`src/rtl/qs_ucode_ram_if.sv`:
```
// -----------------------------------------------------------------------------
// qs_ucode_ram_if
// Bus bundle between the sequencer (master) and the microcode store (slave).
//
// Handshake semantics:
//   Write: a beat transfers on a rising clk edge where wr_vld && wr_rdy.
//          wr_rdy depends only on the store's state, never on wr_vld.
//   Read:  a request is accepted on any edge where rd_vld is high outside of
//          init; rout_vld/rout/rout_oob follow one cycle later. There is no
//          read back-pressure.
//
// Signals (direction given from the slave's point of view):
//   rd_vld, rd_addr          in   read request and PC
//   rout_vld, rout, rout_oob out  registered read response
//   wr_vld, wr_addr, wr_data in   write request
//   wr_rdy                   out  write ready
//   lock                     in   level lock request
//   busy, locked, wr_err     out  status
//   dbg_state                out  FSM state, for debug and checkers
//   inj_perr, rout_perr           only with QS_UCODE_RAM_PARITY_EN defined
// -----------------------------------------------------------------------------
interface qs_ucode_ram_if #(
    parameter int PC_W   = 8,
    parameter int INST_W = 16
);
    logic              rd_vld;
    logic [PC_W-1:0]   rd_addr;
    logic              rout_vld;
    logic [INST_W-1:0] rout;
    logic              rout_oob;
    logic              wr_vld;
    logic              wr_rdy;
    logic [PC_W-1:0]   wr_addr;
    logic [INST_W-1:0] wr_data;
    logic              lock;
    logic              busy;
    logic              locked;
    logic              wr_err;
    logic [1:0]        dbg_state;
`ifdef QS_UCODE_RAM_PARITY_EN
    logic              inj_perr;
    logic              rout_perr;

    modport master (
        output rd_vld, rd_addr, wr_vld, wr_addr, wr_data, lock, inj_perr,
        input  rout_vld, rout, rout_oob, wr_rdy, busy, locked, wr_err,
               dbg_state, rout_perr
    );
    modport slave (
        input  rd_vld, rd_addr, wr_vld, wr_addr, wr_data, lock, inj_perr,
        output rout_vld, rout, rout_oob, wr_rdy, busy, locked, wr_err,
               dbg_state, rout_perr
    );
`else
    modport master (
        output rd_vld, rd_addr, wr_vld, wr_addr, wr_data, lock,
        input  rout_vld, rout, rout_oob, wr_rdy, busy, locked, wr_err,
               dbg_state
    );
    modport slave (
        input  rd_vld, rd_addr, wr_vld, wr_addr, wr_data, lock,
        output rout_vld, rout, rout_oob, wr_rdy, busy, locked, wr_err,
               dbg_state
    );
`endif
endinterface

```
`src/rtl/qs_ucode_ram.sv`:
```
// -----------------------------------------------------------------------------
// qs_ucode_ram
// Writable microcode control store sitting between the sequencer PC and the
// instruction decoder. After reset it fills every entry with FILL_INST
// (INIT, DEPTH cycles), then accepts program writes (RUN) until a sampled
// lock freezes the contents (LOCKED, left only by reset). Reads have one
// cycle of registered latency and are write-first against a same-cycle write.
//
// Ports:
//   clk    clock
//   rst_n  asynchronous active-low reset
//   bus    qs_ucode_ram_if.slave (read port, write port, lock, status)
//
// Optional build macro:
//   QS_UCODE_RAM_PARITY_EN  adds an even-parity bit per entry, rout_perr on
//                           reads and the inj_perr write-side test hook.
// -----------------------------------------------------------------------------
module qs_ucode_ram #(
    parameter int                PC_W      = 8,
    parameter int                INST_W    = 16,
    parameter int                DEPTH     = 256,
    parameter logic [INST_W-1:0] FILL_INST = 16'h1080
) (
    input logic           clk,
    input logic           rst_n,
    qs_ucode_ram_if.slave bus
);

    typedef enum logic [1:0] {
        ST_INIT   = 2'd0,
        ST_RUN    = 2'd1,
        ST_LOCKED = 2'd2
    } state_t;

    // With a full address space no address can be out of range, so the
    // range checks collapse to constant 0.
    localparam bit              FULL_RANGE = (DEPTH == (1 << PC_W));
    localparam logic [PC_W:0]   DEPTH_EXT  = (PC_W+1)'(DEPTH);
    localparam logic [PC_W-1:0] LAST_IDX   = PC_W'(DEPTH - 1);

    state_t              r_state;
    state_t              w_state_nxt;
    logic [PC_W-1:0]     r_cnt;

    logic [INST_W-1:0]   r_mem [0:DEPTH-1];

    logic                w_busy;
    logic                w_wr_rdy;
    logic                w_locked;

    logic                w_wr_acc;
    logic                w_wr_oob;
    logic                w_wr_ok;
    logic                w_mem_we;
    logic [PC_W-1:0]     w_mem_waddr;
    logic [INST_W-1:0]   w_mem_wdata;

    logic                w_rd_acc;
    logic                w_rd_oob;
    logic                w_bypass;
    logic [INST_W-1:0]   w_rd_inst;
    logic [INST_W-1:0]   w_rd_data;

    logic                r_rout_vld;
    logic [INST_W-1:0]   r_rout;
    logic                r_rout_oob;

    // ---------------------------------------------------------------- FSM
    always_ff @(posedge clk or negedge rst_n) begin
        if (!rst_n) begin
            r_state <= ST_INIT;
        end else begin
            r_state <= w_state_nxt;
        end
    end

    always_comb begin
        w_state_nxt = r_state;
        w_busy      = 1'b0;
        w_wr_rdy    = 1'b0;
        w_locked    = 1'b0;
        case (r_state)
            ST_INIT: begin
                w_busy = 1'b1;
                if (r_cnt == LAST_IDX) begin
                    w_state_nxt = ST_RUN;
                end
            end
            ST_RUN: begin
                w_wr_rdy = 1'b1;
                // A write accepted in this same cycle still lands.
                if (bus.lock) begin
                    w_state_nxt = ST_LOCKED;
                end
            end
            ST_LOCKED: begin
                w_locked = 1'b1;
            end
            default: begin
                w_state_nxt = ST_INIT;
            end
        endcase
    end

    // Init fill pointer; only meaningful while in INIT.
    always_ff @(posedge clk or negedge rst_n) begin
        if (!rst_n) begin
            r_cnt <= '0;
        end else if (r_state == ST_INIT) begin
            r_cnt <= r_cnt + 1'b1;
        end
    end

    // ---------------------------------------------------------- write side
    always_comb begin
        w_wr_acc    = bus.wr_vld && w_wr_rdy;
        w_wr_oob    = FULL_RANGE ? 1'b0 : ({1'b0, bus.wr_addr} >= DEPTH_EXT);
        w_wr_ok     = w_wr_acc && !w_wr_oob;
        w_mem_we    = (r_state == ST_INIT) || w_wr_ok;
        w_mem_waddr = (r_state == ST_INIT) ? r_cnt : bus.wr_addr;
        w_mem_wdata = (r_state == ST_INIT) ? FILL_INST : bus.wr_data;
    end

    // Storage is deliberately not reset: INIT overwrites every entry.
    always_ff @(posedge clk) begin
        if (w_mem_we) begin
            r_mem[w_mem_waddr] <= w_mem_wdata;
        end
    end

    // ----------------------------------------------------------- read side
    always_comb begin
        w_rd_acc  = bus.rd_vld && (r_state != ST_INIT);
        w_rd_oob  = FULL_RANGE ? 1'b0 : ({1'b0, bus.rd_addr} >= DEPTH_EXT);
        // Write-first: a same-cycle write to the read address is forwarded.
        w_bypass  = w_wr_ok && (bus.wr_addr == bus.rd_addr);
        w_rd_inst = w_bypass ? bus.wr_data : r_mem[bus.rd_addr];
        w_rd_data = w_rd_oob ? FILL_INST : w_rd_inst;
    end

    always_ff @(posedge clk or negedge rst_n) begin
        if (!rst_n) begin
            r_rout_vld <= 1'b0;
            r_rout     <= FILL_INST;
            r_rout_oob <= 1'b0;
        end else begin
            r_rout_vld <= w_rd_acc;
            if (w_rd_acc) begin
                r_rout     <= w_rd_data;
                r_rout_oob <= w_rd_oob;
            end
        end
    end

`ifdef QS_UCODE_RAM_PARITY_EN
    // ------------------------------------------------------------- parity
    localparam logic FILL_PAR = ^FILL_INST;

    logic r_par [0:DEPTH-1];
    logic w_mem_wpar;
    logic w_rd_par;
    logic w_rd_perr;
    logic r_rout_perr;

    always_comb begin
        // inj_perr flips the stored bit so a later read reports a mismatch.
        w_mem_wpar = (r_state == ST_INIT) ? FILL_PAR
                                          : ((^bus.wr_data) ^ bus.inj_perr);
        w_rd_par   = w_bypass ? w_mem_wpar : r_par[bus.rd_addr];
        w_rd_perr  = !w_rd_oob && ((^w_rd_inst) != w_rd_par);
    end

    always_ff @(posedge clk) begin
        if (w_mem_we) begin
            r_par[w_mem_waddr] <= w_mem_wpar;
        end
    end

    always_ff @(posedge clk or negedge rst_n) begin
        if (!rst_n) begin
            r_rout_perr <= 1'b0;
        end else if (w_rd_acc) begin
            r_rout_perr <= w_rd_perr;
        end
    end

    assign bus.rout_perr = r_rout_perr;
`endif

    // ------------------------------------------------------------ outputs
    assign bus.rout_vld  = r_rout_vld;
    assign bus.rout      = r_rout;
    assign bus.rout_oob  = r_rout_oob;
    assign bus.wr_rdy    = w_wr_rdy;
    assign bus.busy      = w_busy;
    assign bus.locked    = w_locked;
    assign bus.wr_err    = w_wr_acc && w_wr_oob;
    assign bus.dbg_state = r_state;

endmodule

```
`src/flat_wrapper.sv`:
```
// flat-port wrapper written by rule: the top's interface ports become plain ports
module qs_ucode_ram_flat 
#(
    parameter int                PC_W      = 8,
    parameter int                INST_W    = 16,
    parameter int                DEPTH     = 256,
    parameter logic [INST_W-1:0] FILL_INST = 16'h1080
)
  (clk, rst_n, bus_rd_vld, bus_rd_addr, bus_wr_vld, bus_wr_addr, bus_wr_data, bus_lock, bus_rout_vld, bus_rout, bus_rout_oob, bus_wr_rdy, bus_busy, bus_locked, bus_wr_err, bus_dbg_state);
  qs_ucode_ram_if #(.PC_W(PC_W), .INST_W(INST_W)) bus_i ();
  input logic clk;
  input logic rst_n;
  input wire logic [$bits(bus_i.rd_vld)-1:0] bus_rd_vld;
  input wire logic [$bits(bus_i.rd_addr)-1:0] bus_rd_addr;
  input wire logic [$bits(bus_i.wr_vld)-1:0] bus_wr_vld;
  input wire logic [$bits(bus_i.wr_addr)-1:0] bus_wr_addr;
  input wire logic [$bits(bus_i.wr_data)-1:0] bus_wr_data;
  input wire logic [$bits(bus_i.lock)-1:0] bus_lock;
  output wire logic [$bits(bus_i.rout_vld)-1:0] bus_rout_vld;
  output wire logic [$bits(bus_i.rout)-1:0] bus_rout;
  output wire logic [$bits(bus_i.rout_oob)-1:0] bus_rout_oob;
  output wire logic [$bits(bus_i.wr_rdy)-1:0] bus_wr_rdy;
  output wire logic [$bits(bus_i.busy)-1:0] bus_busy;
  output wire logic [$bits(bus_i.locked)-1:0] bus_locked;
  output wire logic [$bits(bus_i.wr_err)-1:0] bus_wr_err;
  output wire logic [$bits(bus_i.dbg_state)-1:0] bus_dbg_state;
  assign bus_i.rd_vld = bus_rd_vld;
  assign bus_i.rd_addr = bus_rd_addr;
  assign bus_i.wr_vld = bus_wr_vld;
  assign bus_i.wr_addr = bus_wr_addr;
  assign bus_i.wr_data = bus_wr_data;
  assign bus_i.lock = bus_lock;
  assign bus_rout_vld = bus_i.rout_vld;
  assign bus_rout = bus_i.rout;
  assign bus_rout_oob = bus_i.rout_oob;
  assign bus_wr_rdy = bus_i.wr_rdy;
  assign bus_busy = bus_i.busy;
  assign bus_locked = bus_i.locked;
  assign bus_wr_err = bus_i.wr_err;
  assign bus_dbg_state = bus_i.dbg_state;
  qs_ucode_ram #(.PC_W(PC_W), .INST_W(INST_W), .DEPTH(DEPTH), .FILL_INST(FILL_INST)) u_core (.clk(clk), .rst_n(rst_n), .bus(bus_i));
endmodule
```
`config.mk`:
```
export PLATFORM = sky130hd
export DESIGN_NAME = qs_ucode_ram_flat
export DESIGN_NICKNAME = d
export VERILOG_FILES = /design/src/rtl/qs_ucode_ram_if.sv /design/src/rtl/qs_ucode_ram.sv /design/src/flat_wrapper.sv
export SDC_FILE = /design/constraint.sdc
export NUM_CORES = 2
export LEC_CHECK = 0
export ABC_AREA = 1
export BUFFER_PORTS_ARGS = -buffer_cell sky130_fd_sc_hd__buf_2
export CORE_MARGIN = 4
export CORE_UTILIZATION = 38
export CTS_BUF_LIST = sky130_fd_sc_hd__clkbuf_2 sky130_fd_sc_hd__clkbuf_4 sky130_fd_sc_hd__clkbuf_8
export DETAILED_ROUTE_END_ITERATION = 16
export PLACE_DENSITY = 0.59
export SLEW_MARGIN = 10
export SYNTH_ARGS = -nofsm -noshare
export SYNTH_HDL_FRONTEND = slang
export SYNTH_SLANG_ARGS = --single-unit
```
`constraint.sdc`:
```
create_clock -name clk -period 10.55 [get_ports clk]
set_input_delay 0 -clock clk [delete_from_list [all_inputs] [get_ports clk]]
set_output_delay 0 -clock clk [all_outputs]
set_load 0.005 [all_outputs]
```
### After elaboration in Yosys (flattened, before gate mapping)

Memories as Yosys holds them, arrays and structs flattened. A register that Yosys moved wholly into a read port is not among the register bits.
Index checks and enable logic that the tools add are counted.
W data, S select, Z words.

| word-level totals | value |
|---|---|
| RAM bits | 4096 |
| register bits | 11 |
| output and inout bits | 24 |
| input bits | 37 |
| memories kept | 1 |
| logic and storage cells | 28 |

Memory list:

| name | words | width | read ports | clocked after Yosys merged registers in | write ports | line | text |
|---|---|---|---|---|---|---|---|
| u_core.r_mem | 256 | 16 | 1 | 1 | 1 | qs_ucode_ram.sv:45 | `logic [INST_W-1:0] r_mem [0:DEPTH-1];` |

| cells by class | value |
|---|---|
| $add $sub $neg | 1 |
| equal/unequal tests | 5 |
| bitwise operators | 1 |
| reduce and logical (&&, ||, !) cells | 7 |
| muxes and demuxes | 10 |

Operators with widths:

| kind | number |
|---|---|
| $mux W16 | 1 |
| $add A8 B1 Y8 const B | 1 |
| $eq A8 B8 Y1 const B | 1 |
| $mux W8 | 1 |
| $pmux W2 S3 | 1 |
| $mux W1 | 5 |
| $mux W2 | 2 |
| $reduce_and A3 Y1 | 1 |
| $eq A2 B1 Y1 const B | 1 |
| $eq A2 B2 Y1 const B | 1 |
| $logic_and A1 B1 Y1 | 2 |
| $logic_not A2 Y1 | 1 |
| $ne A2 B1 Y1 const B | 1 |
| $ne A2 B2 Y1 const B | 1 |
| $reduce_bool A2 Y1 | 1 |
| $logic_not A1 Y1 | 1 |
| $logic_or A1 B1 Y1 | 1 |
| $not A1 Y1 | 1 |

### Logic depth before layout (Yosys ltp)

| depth | value |
|---|---|
| word-level depth | 6 |
| mapped depth | 17 |
| mapped depth without buffers | 13 |

### Worst setup path before layout

OpenSTA, ideal clock, no wires.

| timing path | value |
|---|---|
| path type | reg2reg |
| from | reg u_core.r_state[1] (netlist: u_core.bus.dbg_state[1]) |
| to | mem u_core.r_mem[0][10] (data pin) |
| period minus slack after synthesis | 8.182 ns |
| path buffers | 2 |
| data arrival time | 6.789 ns |
| library setup time | 1.393 ns |
| required time | 9.157 ns |
| slack | 2.368 ns |
| cell stages (with the launch flop) | 5 |
| cell sequence | dfrtp_1 -> nor2_4 -> buf_4 -> clkbuf_1 -> nor2_1 |

| between the ends | value |
|---|---|
| word-level cells in the longest chain between the ends | 2 |

Ends and longest elaborated chain:

| what | line | text |
|---|---|---|
| from (decl) | qs_ucode_ram.sv:41 | `state_t r_state;` |
| from (signal assigned) | qs_ucode_ram.sv:73 | `r_state <= w_state_nxt;` |
| $logic_not A2 Y1 | qs_ucode_ram.sv:121 | `w_mem_wdata = (r_state == ST_INIT) ? FILL_INST : bus.wr_data;` |
| $mux W16 | qs_ucode_ram.sv:121 |  |
| via u_core.w_mem_wdata[10] | qs_ucode_ram.sv:56 | `logic [INST_W-1:0] w_mem_wdata;` |
| to (decl) | qs_ucode_ram.sv:45 |  |

The timed path passes the listed nets, and every way through them passes these cells.

### Final worst setup path

| timing path | value |
|---|---|
| from | reg u_core.r_state[1] (netlist: u_core.bus.dbg_state[1]) |
| to | mem u_core.r_mem[241][8] (enable) |

| between the ends | value |
|---|---|
| word-level cells in the longest chain between the ends | 6 |
| elaborated cells between the ends (all ways) | 8 |
| classes of those cells | eq/ne: 1; mux: 4; reduce/logical: 3 |

Ends and longest elaborated chain:

| what | line | text |
|---|---|---|
| $eq A2 B1 Y1 | qs_ucode_ram.sv:82 | `case (r_state)` |
| $mux W1 | qs_ucode_ram.sv:82 |  |
| $logic_and A1 B1 Y1 | qs_ucode_ram.sv:116 | `w_wr_acc = bus.wr_vld && w_wr_rdy;` |
| $logic_or A1 B1 Y1 | qs_ucode_ram.sv:119 | `w_mem_we = (r_state == ST_INIT) \|\| w_wr_ok;` |
| $mux W1 | qs_ucode_ram.sv:126 | `if (w_mem_we) begin` |
| $mux W1 (not written as such) | qs_ucode_ram.sv:127 | `r_mem[w_mem_waddr] <= w_mem_wdata;` |

Parallel ways exist; a longest one is shown, timed or not.

==> out/results.txt <==
Most frequent cells in the layout: nand2_1 (4226), edfxtp_1 (4096), nand3_1 (4066), clkbuf_8 (679), buf_4 (384)
Worst VDD drop: 0.128 mV
Compound-cell area share of the yosys netlist: 0.0858%
Routed WL: 510000 um
Static leakage: 65.3 nW
Final nets: 14119
Pwr Density: 177 nW/um^2
Avg Cell Area, Syn: 12.0 sq um
Cell area after synthesis: 166000 sq um
Post-DR wirelength/cell: 25.1 um
Clock net sink count: 4123
Warnings, synthesis: 0
Latest clock arrival within the worst-skew pair: 1270 ps
Worst Tran Pin Value: 1300 ps
Iter 0 DRT Violations: 14081
FMAX: 0.187 GHz
Ys flop type: edfxtp_1
Cell mode on critical path: nor2_1
Synth Instances: 13802
Ports: 61
Total power: 33.0 mW
Clk_skew: 98.2 ps
Fin. Hold Viols: 0
Tot GR Track Use: 21.9%
Clock Path Buffers: 4
Die W: 669 um
Placed wire-length estimate: 272000 um
CP max FO: 31
Chip Height: 669 um
Status: complete, no violations
Synth Area in Adders: 0.00753%
MaxCap Viol Count: 0
WP data required: 11440 ps
RSZ-0062 raised after global routing: no
Core ar.: 435000 sq um
Register bit total from synthesis: 4123
Area Growth Syn to Fin: 12.3%
Setup TNS Final: 0 ps
XOR/XNOR Fraction of Synth Area: 0.0422%
Largest net degree at the start of global routing: 190
Final Non-Filler Cells: 20337
Gr ovfl total: 0
Num CTS Buffers: 669
Slowest stage delay, CP: 1000 ps
Async SR Flop Fraction: 0.655%
Vias: 111243
Mux share of post-synthesis cell area: 0%
CP arrival: 6220 ps
Synth Area in Simple Gates: 22.6%
Commonest non-fill, non-tap cell in the layout: nand2_1
DR vias/cell: 5.47
Number of global-route vias before repair: 103834
Pre-CTS setup slack: 5510 ps
Cell Chain, Critical Path: nor2_4 -> buf_4 -> inv_1 -> nand2_1 -> nand2_1 -> nor2_1 -> dlygate4sd3_1 -> inv_1 -> nor2_1 -> nand2_2 -> nor2_1 -> buf_4
Seq/Total Area, Yosys: 74.4%
Hold WS: 109 ps
Initial core utilization: 38.2%
Final Cycle Share: 50.6%
Clk slew on worst S/H paths: 60 ps
Slew Limit Headroom: 13.2%
Root buffer cell: clkbuf_8
H-tree level count: 6
Final setup viols: 0
Crit end category: flop
Final Cell Area: 187000 sq um
DRC: 0
Placement Cell Area: 173000 sq um
Tightest Hold Check Type: primary input to flop
Setup Buffers After CTS: 0
Max Slew Vio Count: 0
Finished Core Util: 42.9%
Final WS setup: 5210 ps
First-pass GRT wire length: 736000 um
Kind of critical path: flop to flop
Min Clock Period, post-route: 5340 ps
Final Wtd Congestion: 0.927
Initial antenna violation count: 17
Slowest CP cell: nor2_1
Final antenna-violating net count: 0
Main combinational cell family by area after synthesis: simple AND/OR/NAND/NOR gates
Placed insts: 19056
CTS tree: yes
Distinct cells, synth: 32
First-pass DRT Iterations: 8
Layout cells sized above 1: 10.9%
PortBufs: 58
Die area: 448000 sq um
Critical Path Source Type: flop
Post-synth EDFFs: 4096
Row cnt: 242
## cell usage after synthesis (3+ instances only)
cell type	count	area [sq um]
dfrtp_1	25	626
nor2_1	311	1170
o21ai_2	3	26.3
buf_4	38	285
inv_1	58	218
nand2_1	4245	15900
clkbuf_1	193	724
edfxtp_1	4096	123000
a21oi_1	17	85.1
buf_1	89	334
inv_4	4	25.0
xor2_1	7	61.3
nand3_1	4066	20300
buf_6	3	33.8
nand4_1	3	18.8
buf_2	624	3120
## final timing paths
kind	slack, ps	end	start	cells after the start
worst max-delay path	5210	u_core.r_mem[241][8]	u_core.bus.dbg_state[1]	12
worst min-delay path	110	u_core.r_mem[31][15]	bus_wr_addr[5]	7
worst max register to register	5210	u_core.r_mem[241][8]	u_core.bus.dbg_state[1]	12
worst min register to register	500	u_core.r_cnt[7]	u_core.r_cnt[7]	1
max in group asynchronous	9660	u_core.r_cnt[5]	rst_n	6
min in group asynchronous	560	u_core.bus.rout[7]	rst_n	5
## critical path: cells and delay by family (launching register included)
family	cells	cell delay, ps
and+or+nand+nor	7	2470
buffers and inverters	5	2040
DFF	1	440
## layer usage
metal	track usage, %	wire length (um)	vias to the layer above
met2	33.9	233000	5533
li1	-	-	49840
met4	10.3	26100	2
met3	3.86	45600	976
met1	30.1	205000	54892
met5	0	13	-
## cell type report
cell class / count / area [sq um]
fill: 39644 / 248000
sequential: 4123 / 124000
multi-input combinational: 8667 / 38000
clock buffer: 937 / 11300
tap: 5734 / 7170
timing repair buffer: 554 / 4610
clock inverter: 244 / 1490
inverter: 66 / 312
antenna: 12 / 30.0
## registers in the layout, indices dropped and copies added, names as in the netlist
register	flops
u_core.bus.rout	16
u_core.bus.rout_vld	1
u_core.r_cnt	8
u_core.bus.dbg_state	2
u_core.r_mem	4096
## logic make-up after synthesis
family | count (synthesis)
buffers and inverters | 1013
AND/OR/NAND/NOR | 8631
flip-flops | 4123
AO/OA/AOI/OAI | 25
adder cells (fa/ha/maj) | 1
XOR/XNOR | 8
other | 1
## repair_timing
| action | in CTS | in global routing |
|---|---|---|
| endpoints found under the hold margin | 1624 | 0 |
| resized for setup | 0 | 0 |
| hold buffers | 88 | 0 |
## where the power goes
group / total [mW] / internal [mW] / switching, mW
registers: 17.8 / 17.7 / 0.0188
logic: 1.74 / 0.443 / 1.30
clock network: 13.5 / 7.05 / 6.42
Note: power is estimated with default switching activity, not from simulation.
